==> config.mk <==
export PLATFORM = sky130hd
export DESIGN_NAME = branch_pc_unit
export DESIGN_NICKNAME = d
export VERILOG_FILES = /design/src/rtl/branch_pc_unit.sv
export SDC_FILE = /design/constraint.sdc
export NUM_CORES = 1
export LEC_CHECK = 0
export CAP_MARGIN = 20
export CORE_AREA = 2 2 118 143
export CTS_CLUSTER_SIZE = 28
export DETAILED_ROUTE_END_ITERATION = 10
export DIE_AREA = 0 0 120 145
export PLACE_DENSITY_LB_ADDON = 0.05
export SETUP_SLACK_MARGIN = 0.5
export SLEW_MARGIN = 20
export SYNTH_ARGS = -nofsm -noshare
export SYNTH_HDL_FRONTEND = slang
export SYNTH_SLANG_ARGS = --single-unit
==> constraint.sdc <==
create_clock -name i_clk -period 7.6 [get_ports i_clk]
set_clock_uncertainty 0.15 [all_clocks]
set_input_delay 1.52 -clock i_clk [delete_from_list [all_inputs] [get_ports i_clk]]
set_output_delay 1.52 -clock i_clk [all_outputs]
set_load 0.05 [all_outputs]
==> src/rtl/branch_pc_unit.sv <==
// Purpose : RV32I branch resolution, jump/branch target generation, PC register,
//           misaligned-target trap and saturating branch statistics.
// Latency : combinational decision; PC/state/counter updates visible one cycle after the edge.
// Backpr. : i_stall holds PC, state, sticky flag and counters (RUN only); TRAP ignores it.
//
// Ports:
//   i_clk, i_rst_n       clock (rising edge), asynchronous active-low reset
//   i_stall              freeze PC/state/counters/sticky flag this cycle (RUN)
//   i_br_en/i_jal/i_jalr instruction class: conditional branch, JAL, JALR
//   i_funct3             branch condition select
//   i_less, i_equal      comparator results for rs1 vs rs2
//   i_rs1, i_imm         JALR base and sign-extended immediate
//   i_cnt_clr            synchronous clear of both statistics counters
//   o_br_signed          signed-compare select driven back to the comparator
//   o_pc, o_pc_four      current PC and its link value
//   o_taken              control transfer taken this cycle (combinational)
//   o_trap               high for the single cycle spent in TRAP
//   o_bad_addr           last misaligned taken target
//   o_illegal_br         sticky: branch with reserved funct3 (010/011) retired
//   o_br_cnt             conditional branches retired (saturating)
//   o_taken_cnt          conditional branches taken (saturating)

module branch_pc_unit #(
   parameter logic [31:0] RESET_PC = 32'h0000_0000,
   parameter logic [31:0] TRAP_VEC = 32'h0000_0100,
   parameter int          CNT_W    = 16
) (
   input  logic             i_clk,
   input  logic             i_rst_n,
   input  logic             i_stall,
   input  logic             i_br_en,
   input  logic             i_jal,
   input  logic             i_jalr,
   input  logic [2:0]       i_funct3,
   input  logic             i_less,
   input  logic             i_equal,
   input  logic [31:0]      i_rs1,
   input  logic [31:0]      i_imm,
   input  logic             i_cnt_clr,
   output logic             o_br_signed,
   output logic [31:0]      o_pc,
   output logic [31:0]      o_pc_four,
   output logic             o_taken,
   output logic             o_trap,
   output logic [31:0]      o_bad_addr,
   output logic             o_illegal_br,
   output logic [CNT_W-1:0] o_br_cnt,
   output logic [CNT_W-1:0] o_taken_cnt
);

   typedef enum logic {
      S_RUN  = 1'b0,
      S_TRAP = 1'b1
   } state_t;

   localparam logic [CNT_W-1:0] CNT_MAX = '1;

   state_t           state_q, state_d;
   logic [31:0]      pc_q, pc_d;
   logic [31:0]      bad_q, bad_d;
   logic             ill_q, ill_d;
   logic [CNT_W-1:0] br_cnt_q, br_cnt_d;
   logic [CNT_W-1:0] tk_cnt_q, tk_cnt_d;

   logic             cond;
   logic             f3_illegal;
   logic             br_taken;
   logic             taken;
   logic [31:0]      pc_four;
   logic [31:0]      jalr_sum;
   logic [31:0]      target;
   logic             misaligned;
   logic             run_go;

   // ------------------------------------------------------------------
   // Branch condition decode
   // ------------------------------------------------------------------
   always_comb begin
      cond = 1'b0;
      case (i_funct3)
         3'b000:         cond = i_equal;
         3'b001:         cond = ~i_equal;
         3'b100, 3'b110: cond = i_less;
         3'b101, 3'b111: cond = ~i_less;
         default:        cond = 1'b0;   // 010/011 reserved: never taken
      endcase
   end

   assign f3_illegal = (i_funct3[2:1] == 2'b01);
   assign br_taken   = i_br_en & cond;
   assign taken      = br_taken | i_jal | i_jalr;

   // Unsigned variants (BLTU/BGEU) have funct3[1] set.
   assign o_br_signed = ~i_funct3[1];

   // ------------------------------------------------------------------
   // Target generation; JALR wins over JAL, JAL over branch. JAL and
   // branches share the PC-relative adder.
   // ------------------------------------------------------------------
   assign pc_four  = pc_q + 32'd4;
   assign jalr_sum = i_rs1 + i_imm;
   assign target   = i_jalr ? {jalr_sum[31:1], 1'b0} : (pc_q + i_imm);

   // JALR already clears bit 0, so only bit 1 can flag it; branch/JAL can
   // trip on either bit.
   assign misaligned = taken & (target[1:0] != 2'b00);

   assign run_go = (state_q == S_RUN) & ~i_stall;

   // ------------------------------------------------------------------
   // State / PC next-state logic
   // ------------------------------------------------------------------
   always_comb begin
      state_d = state_q;
      pc_d    = pc_q;
      bad_d   = bad_q;
      ill_d   = ill_q;
      case (state_q)
         S_RUN: begin
            if (!i_stall) begin
               if (misaligned) begin
                  state_d = S_TRAP;
                  pc_d    = TRAP_VEC;
                  bad_d   = target;
               end else begin
                  pc_d    = taken ? target : pc_four;
               end
               if (i_br_en && f3_illegal) begin
                  ill_d = 1'b1;
               end
            end
         end
         S_TRAP: begin
            // PC already holds TRAP_VEC; every input, stall included, is
            // ignored for this one cycle.
            state_d = S_RUN;
         end
         default: begin
            state_d = S_RUN;
         end
      endcase
   end

   // ------------------------------------------------------------------
   // Saturating statistics counters; clear beats increment and acts in
   // any state, stalled or not.
   // ------------------------------------------------------------------
   always_comb begin
      br_cnt_d = br_cnt_q;
      tk_cnt_d = tk_cnt_q;
      if (i_cnt_clr) begin
         br_cnt_d = '0;
         tk_cnt_d = '0;
      end else if (run_go) begin
         if (i_br_en && (br_cnt_q != CNT_MAX)) begin
            br_cnt_d = br_cnt_q + CNT_W'(1);
         end
         if (br_taken && (tk_cnt_q != CNT_MAX)) begin
            tk_cnt_d = tk_cnt_q + CNT_W'(1);
         end
      end
   end

   // ------------------------------------------------------------------
   // Registers
   // ------------------------------------------------------------------
   always_ff @(posedge i_clk or negedge i_rst_n) begin
      if (!i_rst_n) begin
         state_q  <= S_RUN;
         pc_q     <= RESET_PC;
         bad_q    <= '0;
         ill_q    <= 1'b0;
         br_cnt_q <= '0;
         tk_cnt_q <= '0;
      end else begin
         state_q  <= state_d;
         pc_q     <= pc_d;
         bad_q    <= bad_d;
         ill_q    <= ill_d;
         br_cnt_q <= br_cnt_d;
         tk_cnt_q <= tk_cnt_d;
      end
   end

   assign o_pc         = pc_q;
   assign o_pc_four    = pc_four;
   assign o_taken      = taken;
   assign o_trap       = (state_q == S_TRAP);
   assign o_bad_addr   = bad_q;
   assign o_illegal_br = ill_q;
   assign o_br_cnt     = br_cnt_q;
   assign o_taken_cnt  = tk_cnt_q;

endmodule

==> impl_metrics.yaml, run 1 <==
drt:
  postRouteWirelength_mm: 29.0
  vias: 9218
  drt_iter0_markers: 764
  route.detailed.drc: 0
  wl_per_cell_um: 19.3
  viasPerCell: 6.12
  dr.pass1.iters: 7
  ant_nets: 0
outcome:
  status: "completed"
setup_path:
  arrival_ns: 4.15
  worstSetupEndpointType: "output port"
  critPathLaunchType: "input port"
  crit_path_max_incr_delay_ns: 0.81
  cp_cell_sequence: "clkdlybuf4s50_1 > buf_4 > inv_2 > and2_1 > buf_4 > inv_1 > clkdlybuf4s50_1"
  slowest_stage: "clkdlybuf4s50_1"
  reg2reg_from: "o_pc[0]$_DFFE_PN0P_"
  crit_type: "in -> out"
  cp_max_fo: 42
  r2r_end: "o_bad_addr[30]$_DFFE_PN0P_"
  cp.buffers_inverters: 6
  rr_worst_depth: 9
  r2r_slack_ns: 3.82
  crit_family: "buffers and inverters"
  required_ns: 5.93
synth:
  synth_top_family_by_area: "compound AO/OA/AOI/OAI gates"
  synth_fa_ha_area_share_pct: 9.69
  ys.warnings.count: 0
  synth_xor_area_share_pct: 11.0
  syn-num-nets: 1247
  syn_inst: 1105
  async_flop_share_pct: 100
  synth_simple_gate_area_share_pct: 22.7
  ys_top_cells_by_area: "dfrtp_1, ha_1, xor2_1"
  synthMuxAreaShare_pct: 1.20
  synth_common_cells: "nor2_1, nand2_1, a21oi_1, dfrtp_1, ha_1"
  yosysSeqAreaShare_pct: 28.3
  synth_compound_area_share_pct: 23.7
  avgSynthCellArea_um2: 7.85
  ys_ff_latch: 98
  yosys.area.top_type: "dfrtp_1"
  synth_largest_type_area_fraction_pct: 28.3
  synth_enable_flop_cells: 0
  yosys.cell_count.top_type: "nor2_1"
  synthDistinctLibCells: 73
  ys.flop_type: "dfrtp_1"
  synth_area_mm2: 0.00868
sta:
  setup_viol: 0
  relSlewSlack_pct: 37.2
  max_freq_ghz: 0.172
  min_period_over_period_pct: 76.6
  hold_viol: 0
  rsz0062_at_grt: "false"
  tns_ns: 0
  drv_slew: 0
  layout_min_cycle_time_ns: 5.82
  tightest_slew_ns: 0.937
place:
  dp_hpwl_mm: 22.4
  io_buffers: 207
  gp_congestion: 1.03
layout:
  nets: 1430
  fillers: 1365
  multiInputGateArea_mm2: 0.00593
  antennaDiodeCount: 0
  seq_area_mm2: 0.00245
  area_growth_pct: 28.9
  drive_above_1_share_pct: 3.40
min_path:
  hold_class: "reg -> reg"
  worstHoldPathCells: 2
  whs_endpoint: "o_bad_addr[29]$_DFFE_PN0P_"
  min-delay-start: "o_bad_addr[29]$_DFFE_PN0P_"
grt:
  first_global_vias: 8850
  grt_pass1_wl_mm: 45.7
  antenna_found_initial: 0
  grt_use_total_pct: 32.9
  overflow: 0
  grt_max_degree: 55
clocking:
  cts-buffers-inserted: 9
  worst_skew_pair.late_latency_ns: 0.36
  post_cts_buffers: 0
  cts_hold_buf: 0
  clock-sinks: 98
  cts-resized-gates: 0
  cts-htree-levels: 3
  clk_pin_slew_ns: 0.07
  cts_buffer_depth: 2
  cts_tree: "yes"
  cts_root_buffer: "clkbuf_16"
pwr:
  totalPowerFinal_uw: 3030
  p_leak_uw: 0.00474
  pwr_density_cell_mw_per_mm2: 271
  ir_drop_v: 0.000246
floorplan:
  rows: 51
  core-area_mm2: 0.0160
  ioPinCount: 208
  start_util_pct: 54.2
  fp.dieH_um: 145
  fp.dieW_um: 120
  die_area_mm2: 0.0174
job:
  maxCapViolCount: 0
-- worst max path at each step --
stage          slack [ns]      end    start  depth (start not counted)
2_1_floorplan        2.76  o_taken  i_equal                          9
6_report             1.78  o_taken   i_jalr                          7
3_3_place_gp         1.84  o_taken   i_jalr                          7
5_1_grt              1.68  o_taken   i_jalr                          7
4_1_cts              1.81  o_taken   i_jalr                          7
3_5_place_dp         1.81  o_taken   i_jalr                          7
-- final cells by class --
cell class / count / share of cell area (%)
timing repair buffer: 215 / 19.0
clock buffer: 9 / 2.01
tap: 212 / 2.37
inverter: 29 / 0.973
clock inverter: 7 / 0.649
sequential: 98 / 21.9
multi-input combinational: 935 / 53.0
-- per-layer routing --
| metal | global-route usage, % | vias up | part of all wire [%] |
|---|---|---|---|
| met5 | 0 | - | 0 |
| met4 | 18.4 | 0 | 5.8 |
| met3 | 3.93 | 101 | 6.8 |
| met2 | 54.8 | 454 | 48 |
| met1 | 41.1 | 4310 | 40 |
| li1 | - | 4353 | - |
-- power by group --
| group | switching (uW) | internal, uW | leakage, uW |
|---|---|---|---|
| Clock | 235 | 232 | 0.000143 |
| Combinational | 1170 | 619 | 0.00335 |
| Sequential | 143 | 626 | 0.00124 |
-- cell families (layout without fill, tap and decap cells) --
kind of cell | after synthesis | after routing
flops | 98 | 98
compound gates | 329 | 329
mux | 10 | 10
fa+ha+maj | 66 | 66
simple gates | 421 | 421
xor+xnor | 109 | 109
buf+inv | 72 | 260
-- flip-flops by register name, indices dropped and copies added, names as in the netlist --
register      count
o_bad_addr       32
o_pc             32
o_br_cnt         16
o_taken_cnt      16
o_illegal_br      1
o_trap            1
-- layout by cell type, fill, tap and decap left out, drive strengths merged, types with 7 or more instances in the layout --
cell type and count:
clkdlybuf4s50 206, nor2 133, nand2 127, a21oi 104, dfrtp 98, o21ai 93, ha 64, xor2 61
xnor2 48, nand3 36, inv 32, a21o 24, nand4 23, and3 16, nor3 16, or3 15
a31oi 13, and2 11, o21a 10, a211oi 10, o21bai 9, clkbuf 9, buf 9, o31ai 9
and4 8, nand2b 8, mux2i 7, a221oi 7
-- per-stage QoR --
stage / setup slack, ns / cell area, um2 / utilization (%) / hold slack (ns) / instances
finish: 1.78 / 11200 / 69.8 / 0.353 / 1505
global route: 1.68 / 11200 / 69.8 / 0.375 / 1505
CTS: 1.81 / 11200 / 69.8 / 0.357 / 1505
detailed placement: 1.81 / 10900 / 68.0 / 0.328 / 1489
global placement: 1.84 / 10900 / 68.0 / 0.329 / 1489
floorplan: 2.76 / 8680 / - / 0.595 / 1105
-- worst min-delay path, cell delays in order (launching register included) --
cell,delay (ns)
dfrtp_1,0.36
nand2_1,0.05
o21ai_1,0.06
Note: power is estimated with default switching activity, not from simulation.
==> inputs of run 2 (changes only) <==
Settings changed: CORE_AREA 2 2 118 143 to 2 2 129 156, DIE_AREA 0 0 120 145 to 0 0 131 158.
Clock period 7.6 ns to 5.2 ns, I/O delays scaled along.
==> run 2 against run 1 <==
  * Design area rose by 1.1%
  * First-iteration DRC count fell by 16%
  * Routed wire length rose by 7.0%
  * Sequential power rose by 46%
  * Cell count rose by 3.7%
  * Worst setup slack got worse by 1.1 ns
  * Sequential share of layout area fell by 0.24 points
  * Register-to-register slack got worse by 2.0 ns
  * Critical path type is now reg -> out
  * Largest cell class unchanged
  * Largest power group unchanged
==> impl_metrics.yaml, run 2 (synthesized netlist as in run 1, its figures left out) <==
floorplan:
  die_area_mm2: 0.0207
  ioPinCount: 208
  fp.dieW_um: 131
  fp.dieH_um: 158
  rows: 56
  start_util_pct: 45.0
  core-area_mm2: 0.0193
pwr:
  p_leak_uw: 0.00485
  totalPowerFinal_uw: 4450
  p_int_uw: 2160
  pwr-share-seq_pct: 25.2
  pwr_density_cell_mw_per_mm2: 393
  p_comb_share_pct: 58.9
  switching_share_pct: 51.4
  ir_drop_v: 0.000234
  power_frac_clock_pct: 15.8
  net-switching-power_uw: 2280
place:
  dp_hpwl_mm: 24.1
  gp_congestion: 0.924
  placed_area_mm2: 0.0110
  io_buffers: 207
clocking:
  cts_root_buffer: "clkbuf_16"
  clk_pin_slew_ns: 0.08
  cts-buffers-inserted: 9
  cts_buffer_depth: 2
  clock-sinks: 98
  worst_skew_pair.late_latency_ns: 0.37
  post_cts_buffers: 0
  cts_tree: "yes"
  cts-htree-levels: 3
grt:
  first_global_vias: 8729
  grt_max_degree: 73
  antenna_found_initial: 0
  grt_pass1_wl_mm: 47.5
  overflow: 0
  grt_use_total_pct: 30.0
drt:
  route.detailed.drc: 0
  viasPerCell: 5.83
  postRouteWirelength_mm: 31.0
  dr.pass1.iters: 5
  vias: 9098
  ant_nets: 0
  wl_per_cell_um: 19.9
  drt_iter0_markers: 643
setup_path:
  arrival_ns: 3.30
  critical_path.startpoint: "o_pc[2]$_DFFE_PN0P_"
  worstSetupEndpointType: "output port"
  required_ns: 4.01
  r2r_slack_ns: 1.83
  endpoint: "o_pc_four[24]"
  critPathLaunchType: "flip-flop"
  crit_type: "reg -> out"
  rr_worst_depth: 10
  r2r_end: "o_pc[25]$_DFFE_PN0P_"
  cp_max_fo: 6
  reg2reg_from: "o_pc[20]$_DFFE_PN0P_"
min_path:
  hold_class: "reg -> reg"
sta:
  tightest_slew_ns: 0.989
  relSlewSlack_pct: 34.1
  min_period_over_period_pct: 86.4
  drv_slew: 0
  layout_min_cycle_time_ns: 4.49
  max_freq_ghz: 0.223
  hold_viol: 0
  rsz0062_at_grt: "false"
  tns_ns: 0
  setup_viol: 0
layout:
  stdcell_area_mm2: 0.0113
  nets: 1436
  layout_common_cells: "clkdlybuf4s50_1, nor2_1, nand2_1"
  drive_above_1_share_pct: 3.93
  area_growth_pct: 30.3
  postLayoutCoreUtil_pct: 58.7
  layout_commonest_cell: "clkdlybuf4s50_1"
  antennaDiodeCount: 0
job:
  maxCapViolCount: 0
outcome:
  status: "completed"
-- run 2: cell count changes in the layout (fill, tap and decap cells not counted), sizes merged --
cell           before  now
clkinvlp            1    0
clkdlybuf4s50     206  197
clkinv              3    5
inv                32   31
buf                 9   16
dlymetal6s2s        0    5
dlygate4sd2         0    3
-- run 2: power by group through the flow --
stage	combinational, uW	sequential [uW]	clock, uW
2_1_floorplan	1230	1610	0
3_3_place_gp	2610	1130	0
3_5_place_dp	2610	1130	0
4_1_cts	2620	1120	715
5_1_grt	2800	1140	741
6_report	2620	1120	703
-- run 2: metal layers --
| layer | global-route usage [%] | up-vias | share of wire (%) |
|---|---|---|---|
| li1 | - | 4373 | - |
| met1 | 37.3 | 4309 | 42 |
| met2 | 52.0 | 342 | 48 |
| met3 | 3.92 | 74 | 5.3 |
| met4 | 12.2 | 0 | 4.3 |
| met5 | 0 | - | 0 |
-- run 2: worst min path at each step --
stage	startpoint	endpoint	slack, ns	depth (start not counted)
final	o_illegal_br$_DFFE_PN0P_	o_illegal_br$_DFFE_PN0P_	0.33	1
after global placement	o_illegal_br$_DFFE_PN0P_	o_illegal_br$_DFFE_PN0P_	0.30	1
after detailed placement	o_bad_addr[13]$_DFFE_PN0P_	o_bad_addr[13]$_DFFE_PN0P_	0.32	2
after floorplan	i_rst_n	o_bad_addr[0]$_DFFE_PN0P_	0.59	0
after CTS	o_illegal_br$_DFFE_PN0P_	o_illegal_br$_DFFE_PN0P_	0.34	1
after global routing	o_bad_addr[2]$_DFFE_PN0P_	o_bad_addr[2]$_DFFE_PN0P_	0.36	2
-- run 2: through the flow --
| stage | setup slack (ns) | cells | hold slack [ns] |
|---|---|---|---|
| CTS | 0.582 | 1560 | 0.339 |
| detailed placement | 0.728 | 1544 | 0.316 |
| global placement | 0.776 | 1544 | 0.303 |
| finish | 0.709 | 1560 | 0.327 |
| global route | 0.502 | 1560 | 0.362 |
| floorplan | 1.09 | 1105 | 0.594 |
-- run 2: worst max-delay path: stages, from the launching register on --
cell	delay, ns
dfrtp_1	0.53
ha_1	0.29
inv_1	0.12
nor3_1	0.23
buf_4	0.18
nand3_1	0.18
nor3_1	0.43
nand2_1	0.14
xnor2_1	0.27
dlygate4sd2_1	0.57
-- run 2: layout make-up --
| cell class | count | area (um2) |
|---|---|---|
| fill | 1855 | 7970 |
| timing repair buffer | 221 | 2180 |
| tap | 261 | 327 |
| inverter | 29 | 109 |
| multi-input combinational | 935 | 5930 |
| clock inverter | 7 | 81.3 |
| clock buffer | 9 | 225 |
| sequential | 98 | 2450 |
-- run 2: repair_timing --
item | CTS | global route
hold buffers | 0 | 0
hold endpoints to repair | 0 | 0
setup endpoints to repair | 3 | 5
gates resized for setup | 3 | 5
